<file path="src/rtl/round_sequencer_pkg.sv">
// Shared phase codes, card destinations and settlement helper for the round sequencer.
package round_sequencer_pkg;

  typedef enum logic [2:0] {
    PH_BET    = 3'd0,
    PH_DEAL_D = 3'd1,
    PH_DEAL_P = 3'd2,
    PH_PLAY1  = 3'd3,
    PH_PLAY2  = 3'd4,
    PH_DEALER = 3'd5,
    PH_RESULT = 3'd6
  } phase_e;

  localparam logic [1:0] DST_H1  = 2'd0;
  localparam logic [1:0] DST_H2  = 2'd1;
  localparam logic [1:0] DST_DLR = 2'd2;

  localparam logic [5:0] BLACKJACK = 6'd21;
  localparam logic [3:0] ACE       = 4'd11;

  // Signed coin change for one hand against the dealer.
  function automatic logic signed [7:0] hand_delta(input logic [5:0] score,
                                                   input logic [5:0] dealer,
                                                   input logic [5:0] bet,
                                                   input logic       bj);
    logic signed [7:0] b;
    b = $signed({2'b00, bet});
    if (score > BLACKJACK)                      return -b;
    if (bj && dealer != BLACKJACK)              return b + $signed({3'b000, bet[5:1]});
    if (dealer > BLACKJACK || score > dealer)   return b;
    if (score == dealer)                        return 8'sd0;
    return -b;
  endfunction

endpackage

</file>
<file path="src/rtl/round_sequencer_hand_scorer.sv">
// One hand: running sum with soft-ace demotion and a card count.
module hand_scorer
  import round_sequencer_pkg::*;
(
  input  logic       clk,
  input  logic       reset,
  input  logic       clr,
  input  logic       add,
  input  logic [3:0] value,
  output logic [5:0] score,
  output logic [3:0] ncards
);

  logic [5:0] sum_q, sum_d;
  logic [2:0] soft_q, soft_d;
  logic [3:0] n_q, n_base;

  // Add the card onto the (optionally cleared) hand, then demote soft aces while over 21.
  always_comb begin
    sum_d  = clr ? 6'd0 : sum_q;
    soft_d = clr ? 3'd0 : soft_q;
    n_base = clr ? 4'd0 : n_q;
    sum_d  = sum_d + {2'b00, value};
    if (value == ACE) soft_d = soft_d + 3'd1;
    for (int i = 0; i < 2; i++) begin
      if (sum_d > BLACKJACK && soft_d != 3'd0) begin
        sum_d  = sum_d - 6'd10;
        soft_d = soft_d - 3'd1;
      end
    end
  end

  // Hand state; clr together with add restarts the hand with that single card.
  always_ff @(posedge clk) begin
    if (reset) begin
      sum_q  <= '0;
      soft_q <= '0;
      n_q    <= '0;
    end else if (add) begin
      sum_q  <= sum_d;
      soft_q <= soft_d;
      n_q    <= (n_base == 4'hF) ? n_base : n_base + 4'd1;
    end else if (clr) begin
      sum_q  <= '0;
      soft_q <= '0;
      n_q    <= '0;
    end
  end

  assign score  = sum_q;
  assign ncards = n_q;

endmodule

</file>
<file path="src/rtl/round_sequencer.sv">
// Blackjack round phase controller: buttons -> card requests, three hand scorers, coin ledger.
module round_sequencer
  import round_sequencer_pkg::*;
#(
  parameter logic [4:0] START_COIN   = 5'd10,
  parameter logic [5:0] DEALER_STAND = 6'd17
) (
  input  logic       clk,
  input  logic       reset,
  input  logic       next,
  input  logic       hit,
  input  logic       stand,
  input  logic       double,
  input  logic       split,
  input  logic       bet_8,
  input  logic       bet_4,
  input  logic       bet_2,
  input  logic       bet_1,
  output logic       card_req,
  input  logic       card_ack,
  input  logic [3:0] card_value,
  output logic [1:0] card_dst,
  output logic [2:0] phase,
  output logic [5:0] player_score,
  output logic [5:0] split_score,
  output logic [5:0] dealer_score,
  output logic [3:0] new_card,
  output logic [4:0] current_coin,
  output logic       can_split,
  output logic       win,
  output logic       lose,
  output logic       draw
);

  phase_e      ph_q, ph_d;
  logic        req_q, req_d;
  logic [1:0]  dst_q, dst_d;
  logic [5:0]  bet_q, bet_d;
  logic        sp_done_q, sp_done_d, dbl_q, dbl_d;
  logic [1:0]  sp_pend_q, sp_pend_d;   // 1: split card for hand1 due, 2: for hand2
  logic [4:0]  coin_q, coin_d;
  logic        win_q, win_d, lose_q, lose_d, draw_q, draw_d;
  logic [4:0]  btn_q1, btn_q2, pulse;
  logic        p_split, p_dbl, p_hit, p_stand, p_next;
  logic [3:0]  h1_c1, new_card_q;
  logic        h1_pair;

  logic [2:0]       clr, add;
  logic [2:0][3:0]  val;
  logic [2:0][5:0]  sc;
  logic [2:0][3:0]  nc;

  logic              acc, close1, close2, bust1, bust2, bj1, bj2, bet2_ok;
  logic [3:0]        bet_in;
  logic signed [7:0] d1, d2, net;
  logic signed [8:0] csum;

  for (genvar g = 0; g < 3; g++) begin : g_hand
    hand_scorer u_hand (
      .clk    (clk),
      .reset  (reset),
      .clr    (clr[g]),
      .add    (add[g]),
      .value  (val[g]),
      .score  (sc[g]),
      .ncards (nc[g])
    );
  end

  // Button edge detect; one pulse per press, only one action per cycle by priority.
  always_ff @(posedge clk) begin
    if (reset) begin
      btn_q1 <= '0;
      btn_q2 <= '0;
    end else begin
      btn_q1 <= {split, double, hit, stand, next};
      btn_q2 <= btn_q1;
    end
  end

  assign pulse   = btn_q1 & ~btn_q2;
  assign p_split = !req_q && pulse[4];
  assign p_dbl   = !req_q && pulse[3] && !pulse[4];
  assign p_hit   = !req_q && pulse[2] && !(|pulse[4:3]);
  assign p_stand = !req_q && pulse[1] && !(|pulse[4:2]);
  assign p_next  = !req_q && pulse[0] && !(|pulse[4:1]);

  assign bet_in  = {bet_8, bet_4, bet_2, bet_1};
  assign acc     = card_ack && req_q;
  assign bust1   = sc[0] > BLACKJACK;
  assign bust2   = sc[1] > BLACKJACK;
  assign bj1     = nc[0] == 4'd2 && sc[0] == BLACKJACK;
  assign bj2     = nc[1] == 4'd2 && sc[1] == BLACKJACK;
  assign bet2_ok = {bet_q, 1'b0} <= {2'b00, coin_q};
  assign can_split = ph_q == PH_PLAY1 && nc[0] == 4'd2 && h1_pair && !sp_done_q && bet2_ok;

  // Settlement of the current hands; only used on the RESULT entry cycle.
  assign d1   = hand_delta(sc[0], sc[2], bet_q, bj1 && !sp_done_q);
  assign d2   = sp_done_q ? hand_delta(sc[1], sc[2], bet_q, 1'b0) : 8'sd0;
  assign net  = d1 + d2;
  assign csum = $signed({4'b0000, coin_q}) + $signed({net[7], net});

  // Phase sequencing, card requests, scorer strobes and coin ledger next-state.
  always_comb begin
    ph_d = ph_q;  req_d = req_q;  dst_d = dst_q;  bet_d = bet_q;
    sp_done_d = sp_done_q;  dbl_d = dbl_q;  sp_pend_d = sp_pend_q;
    coin_d = coin_q;  win_d = win_q;  lose_d = lose_q;  draw_d = draw_q;
    close1 = 1'b0;  close2 = 1'b0;
    clr = '0;
    add[0] = acc && dst_q == DST_H1;
    add[1] = acc && dst_q == DST_H2;
    add[2] = acc && dst_q == DST_DLR;
    val = {3{card_value}};

    if (acc) begin
      req_d = 1'b0;
      if (sp_pend_q == 2'd1)      sp_pend_d = 2'd2;
      else if (sp_pend_q == 2'd2) sp_pend_d = 2'd0;
    end

    case (ph_q)
      PH_BET: begin
        if (p_next && bet_in != 4'd0 && {1'b0, bet_in} <= coin_q) begin
          bet_d = {2'b00, bet_in};
          ph_d  = PH_DEAL_D;
        end
      end
      PH_DEAL_D: begin
        if (!req_q) begin
          if (nc[2] < 4'd2) begin req_d = 1'b1; dst_d = DST_DLR; end
          else ph_d = PH_DEAL_P;
        end
      end
      PH_DEAL_P: begin
        if (!req_q) begin
          if (nc[0] < 4'd2) begin req_d = 1'b1; dst_d = DST_H1; end
          else ph_d = PH_PLAY1;
        end
      end
      PH_PLAY1: begin
        if (!req_q) begin
          if (sp_pend_q != 2'd0) begin
            req_d = 1'b1;
            dst_d = (sp_pend_q == 2'd1) ? DST_H1 : DST_H2;
          end else if (dbl_q || bj1) begin
            close1 = 1'b1;
          end else if (p_split) begin
            if (can_split) begin
              // both hands restart from the paired card, then draw hand1 first
              clr[1:0] = 2'b11;  add[1:0] = 2'b11;
              val[0] = h1_c1;  val[1] = h1_c1;
              sp_done_d = 1'b1;  sp_pend_d = 2'd1;
              req_d = 1'b1;  dst_d = DST_H1;
            end
          end else if (p_dbl) begin
            if (nc[0] == 4'd2 && bet2_ok && !bust1) begin
              bet_d = {bet_q[4:0], 1'b0};
              dbl_d = 1'b1;  req_d = 1'b1;  dst_d = DST_H1;
            end
          end else if (p_hit) begin
            if (!bust1) begin req_d = 1'b1; dst_d = DST_H1; end
          end else if (p_stand || p_next) begin
            close1 = 1'b1;
          end
        end
      end
      PH_PLAY2: begin
        if (!req_q) begin
          if (bj2) close2 = 1'b1;
          else if (p_hit) begin
            if (!bust2) begin req_d = 1'b1; dst_d = DST_H2; end
          end else if (p_stand || p_next) close2 = 1'b1;
        end
      end
      PH_DEALER: begin
        if (!req_q) begin
          if (sc[2] < DEALER_STAND) begin req_d = 1'b1; dst_d = DST_DLR; end
          else if (p_next) ph_d = PH_RESULT;
        end
      end
      PH_RESULT: begin
        if (p_next) begin
          ph_d = PH_BET;
          clr = 3'b111;
          bet_d = '0;  sp_done_d = 1'b0;  dbl_d = 1'b0;
          win_d = 1'b0;  lose_d = 1'b0;  draw_d = 1'b0;
        end
      end
      default: ph_d = PH_BET;
    endcase

    if (close1) ph_d = sp_done_q ? PH_PLAY2 : (bust1 ? PH_RESULT : PH_DEALER);
    if (close2) ph_d = (bust1 && bust2) ? PH_RESULT : PH_DEALER;

    if (ph_d == PH_RESULT && ph_q != PH_RESULT) begin
      if (csum < 9'sd0)       coin_d = 5'd0;
      else if (csum > 9'sd31) coin_d = 5'd31;
      else                    coin_d = csum[4:0];
      win_d  = net > 8'sd0;
      lose_d = net < 8'sd0;
      draw_d = net == 8'sd0;
    end
  end

  // Round state register; reset drops any outstanding request.
  always_ff @(posedge clk) begin
    if (reset) begin
      ph_q <= PH_BET;  req_q <= 1'b0;  dst_q <= DST_H1;  bet_q <= '0;
      sp_done_q <= 1'b0;  dbl_q <= 1'b0;  sp_pend_q <= '0;
      coin_q <= START_COIN;
      win_q <= 1'b0;  lose_q <= 1'b0;  draw_q <= 1'b0;
    end else begin
      ph_q <= ph_d;  req_q <= req_d;  dst_q <= dst_d;  bet_q <= bet_d;
      sp_done_q <= sp_done_d;  dbl_q <= dbl_d;  sp_pend_q <= sp_pend_d;
      coin_q <= coin_d;
      win_q <= win_d;  lose_q <= lose_d;  draw_q <= draw_d;
    end
  end

  // Last accepted card and hand1 pair tracking for the split check.
  always_ff @(posedge clk) begin
    if (reset) begin
      new_card_q <= '0;  h1_c1 <= '0;  h1_pair <= 1'b0;
    end else begin
      if (acc) new_card_q <= card_value;
      if (add[0]) begin
        if (clr[0] || nc[0] == 4'd0) h1_c1 <= val[0];
        h1_pair <= !clr[0] && nc[0] == 4'd1 && val[0] == h1_c1;
      end else if (clr[0]) begin
        h1_pair <= 1'b0;
      end
    end
  end

  assign card_req     = req_q;
  assign card_dst     = dst_q;
  assign phase        = ph_q;
  assign player_score = sc[0];
  assign split_score  = sc[1];
  assign dealer_score = sc[2];
  assign new_card     = new_card_q;
  assign current_coin = coin_q;
  assign win          = win_q;
  assign lose         = lose_q;
  assign draw         = draw_q;

endmodule
</file>
<file path="config.mk">
export PLATFORM = sky130hd
export DESIGN_NAME = round_sequencer
export DESIGN_NICKNAME = d
export VERILOG_FILES = /design/src/rtl/round_sequencer_pkg.sv /design/src/rtl/round_sequencer_hand_scorer.sv /design/src/rtl/round_sequencer.sv
export SDC_FILE = /design/constraint.sdc
export NUM_CORES = 1
export LEC_CHECK = 0
export CELL_PAD_IN_SITES_DETAIL_PLACEMENT = 1
export CELL_PAD_IN_SITES_GLOBAL_PLACEMENT = 1
export CORE_MARGIN = 2
export CORE_UTILIZATION = 46
export CTS_CLUSTER_DIAMETER = 100
export DETAILED_ROUTE_END_ITERATION = 10
export PLACE_DENSITY = 0.93
export SYNTH_ARGS = -nofsm -noshare
export SYNTH_HDL_FRONTEND = slang
export SYNTH_HIERARCHICAL = 1
export SYNTH_SLANG_ARGS = --single-unit
</file>
<file path="constraint.sdc">
create_clock -name clk -period 8 [get_ports clk]
set_input_delay 1.6 -clock clk [delete_from_list [all_inputs] [get_ports clk]]
set_output_delay 1.6 -clock clk [all_outputs]
set_load 0.005 [all_outputs]
</file>
==> results.md <==
- Worst clock skew: a little over 0.01 ns
- Core Rows: between 40 and 50
- Synthesized flop and latch total: between 80 and 90
- Die area: around 19000 µm²
- Met3 Use GR: 0.05283
- Worst-path clk slew: about 0.070 ns
- Remaining routing DRC violations: 0
- Hold WC Path Type: reg2reg
- Vias/cell: approximately 6.4
- Pins Over Slew Limit: 0
- Post-DP HPWL: approximately 20 mm
- Final Wtd Congestion: 0.9231
- M1 GR Usage: 0.3356
- Post-synthesis sequential area ratio: 0.1967
- Final hold violations: 0
- Buffers and inverters on the worst path: 0
- Critical Path Sink Type: register
- TNS Setup: 0 ns
- Critical path class: reg2reg
- CTS resizes: 0
- Worst Tran Pin Value: between 1 and 1.5 ns
- Clk Latency, worst-skew pair: between 0.3 and 0.4 ns
- Syn nets: roughly 1.1k
- First-pass GRT wire length: between 40 and 50 mm
- Most used cell, CP: ha_1
- Nets: around 1.2k
- Netlist cell types: 96
- Synth Cell Area: between 8000 and 9000 µm²
- Mapped Cells: around 1k
- CP peak stage delay: just under 0.8 ns
- Postcts setup bufs: 0
- Initial Utilization: 0.4662
- WL final: between 20 and 30 mm
- Max_slew headroom: 0.2810
- RSZ-0062 raised after global routing: false
- All-Layer GR Usage: 0.2824
- Layout cells sized above 1: 0.09375
- Met2 usage: 0.4924
- Post-CTS Hold Buffers: 0
- CTS tree: done
- Crit path max-delay family: simple AND/OR/NAND/NOR gates
- I/O pins: 53
- CP max FO: 23
- Die Height: around 140 µm
- Vias: 8242
- Synthesis-to-layout area growth: 11.92%
- Leakage power: ~3.6 nW
- DR WL/cell: about 21 µm
- PD cells: roughly 110 nW/µm²
- Hold_ws: between 0.4 and 0.5 ns
- Outcome: finished, final reports clean
- Max Clock Freq: around 0.15 GHz
- Ant diodes: 0
- Horiz. Die Dim: ~140 µm
- Post-synth EDFFs: 0
- Core box area: roughly 18000 µm²
- Antenna violations before repair: 0
- PnR Total Power: about 1.1 mW
- Slowest CP cell: dfxtp_1
- First-pass DRT Iterations: 5
- Worst setup SP type: register
- Min Tclk post-route: between 6 and 7 ns
- H-tree depth: 3
- Required time worst endpoint: approximately 8.3 ns
- Largest net degree at the start of global routing: just over 90
- GR Overflow Total: 0
- Syn avg cell area: a little over 8 µm²
- Deepest clock path buffer count: 2
- CTS root buf: clkbuf_16
- 1st-iter DRT viols: 712
- Worst vdd ir: between 0.09 and 0.1 mV
- Fin cells: 1285
- # port buffers: between 50 and 60
- Vias in the first global route: 8765
- Main flop type after synthesis: dfxtp_1
- Post-DRT Antenna Nets: 0
- Sink Count: between 80 and 90
- Final setup violating endpoints: 0
- Num CTS Buffers: 9
- Grt peak-use layer: met2
- Final Cycle Share: 0.8589
- Asr flop ratio synth: 0
- MaxCap Viol Count: 0
- Fill cell count: between 2k and 2.5k
- Yosys warnings: 6
- Crit path arrival time: between 7 and 8 ns
- Placed insts: 1269
- CP cell instances: and2_1 -> and2b_1 -> and4_1 -> nand3_1 -> nand2_1 -> nor2b_1 -> ha_1 -> fa_1 -> a211o_1 -> o211ai_1 -> o311ai_2 -> a21oi_4 -> mux2_2 -> ha_1 -> ha_1 -> a221oi_2 -> mux2_1 -> a211oi_1
==> cell usage in the layout, fill, tap and decap left out, drive strengths merged, types with 7 or more instances in the layout <==
cell	count
nand2b	20
a211oi	28
nand3	33
mux2	19
nor3	37
a21o	17
o211ai	11
nor2b	63
nor2	91
nand4b	8
o21a	8
dfxtp	82
ha	80
a22oi	7
nand2	78
a21oi	66
mux2i	26
inv	63
o22ai	9
and2	9
o21ai	42
clkdlybuf4s50	51
a221oi	13
nand4	8
a211o	15
o311ai	8
clkbuf	9
or3	9
a311oi	9
xnor2	22
xor2	12
==> metrics by stage <==
step / instance area, µm² / setup WS (ns) / util
detailed placement: 9009 / 1.168 / 0.5032
CTS: 9341 / 1.126 / 0.5218
floorplan: 8347 / 2.423 / -
global placement: 9009 / 1.638 / 0.5032
finish: 9341 / 1.129 / 0.5218
global route: 9341 / 0.6321 / 0.5218
==> per-layer routing <==
metal  share of wire  up-vias
met5               0        -
met4           0.038        0
met3           0.049       94
met2            0.50      246
met1            0.41     4074
li1                -     3828
==> tightest hold or removal path, cell delays in order (launching register included) <==
cell and delay (ns):
dfxtp_1 0.31, nand2_1 0.05, a21oi_1 0.06
==> report_power, final <==
group          switching, mW  internal, mW
combinational         0.0916        0.0588
sequential           0.00830         0.414
clock                  0.200         0.280
==> layout make-up <==
| cell class | instances | area (µm²) | share of cell area |
|---|---|---|---|
| Sequential cell | 82 | 1642 | 0.1757 |
| Clock buffer | 9 | 225.2 | 0.02411 |
| Timing Repair Buffer | 56 | 545.5 | 0.05840 |
| Tap cell | 229 | 286.5 | 0.03067 |
| Inverter | 59 | 221.5 | 0.02371 |
| Clock inverter | 7 | 107.6 | 0.01152 |
| Multi-Input combinational cell | 843 | 6314 | 0.6759 |
==> state kept, by name, indices dropped and copies added, names as in the netlist <==
signal and flops:
g_hand.u_hand/score 18, g_hand.u_hand/ncards 12, g_hand.u_hand/soft_q 9, bet_q 6
btn_q1 5, btn_q2 5, current_coin 5, h1_c1 4
new_card 4, phase 3, card_dst 2, sp_pend_q 2
card_req 1, dbl_q 1, draw 1, h1_pair 1
lose 1, sp_done_q 1, win 1
==> final timing paths <==
| kind | startpoint | end | slack, ns | cells after the start |
|---|---|---|---|---|
| setup / recovery | phase[1] | g_hand[1].u_hand/soft_q[2] | 1.13 | 18 |
| setup reg to reg | phase[1] | g_hand[1].u_hand/soft_q[2] | 1.13 | 18 |
| hold reg to reg | new_card[1] | new_card[1] | 0.47 | 2 |
| hold / removal | new_card[1] | new_card[1] | 0.47 | 2 |
==> synthesized netlist by cell type, types with 17 or more instances <==
cell type / count / area, µm²
a211oi_1: 25 / 187.7
a21o_1: 17 / 127.6
a21oi_1: 60 / 300.3
clkbuf_1: 25 / 93.84
dfxtp_1: 82 / 1642
ha_1: 80 / 1001
inv_1: 56 / 210.2
mux2i_1: 23 / 230.2
nand2_1: 78 / 292.8
nand2b_1: 20 / 125.1
nand3_1: 33 / 165.2
nor2_1: 88 / 330.3
nor2b_1: 62 / 387.9
nor3_1: 37 / 185.2
o21ai_0: 40 / 200.2
xnor2_1: 19 / 166.4
==> logic make-up after synthesis <==
family          after synthesis  share of synthesized area
mux                          45                    0.06131
simple gates                395                     0.2497
compound gates              283                     0.2644
fa+ha+maj                    86                     0.1343
flops                        82                     0.1967
buf+inv                      96                    0.04752
xor+xnor                     34                    0.04602
(Power assumes the default switching activity.)
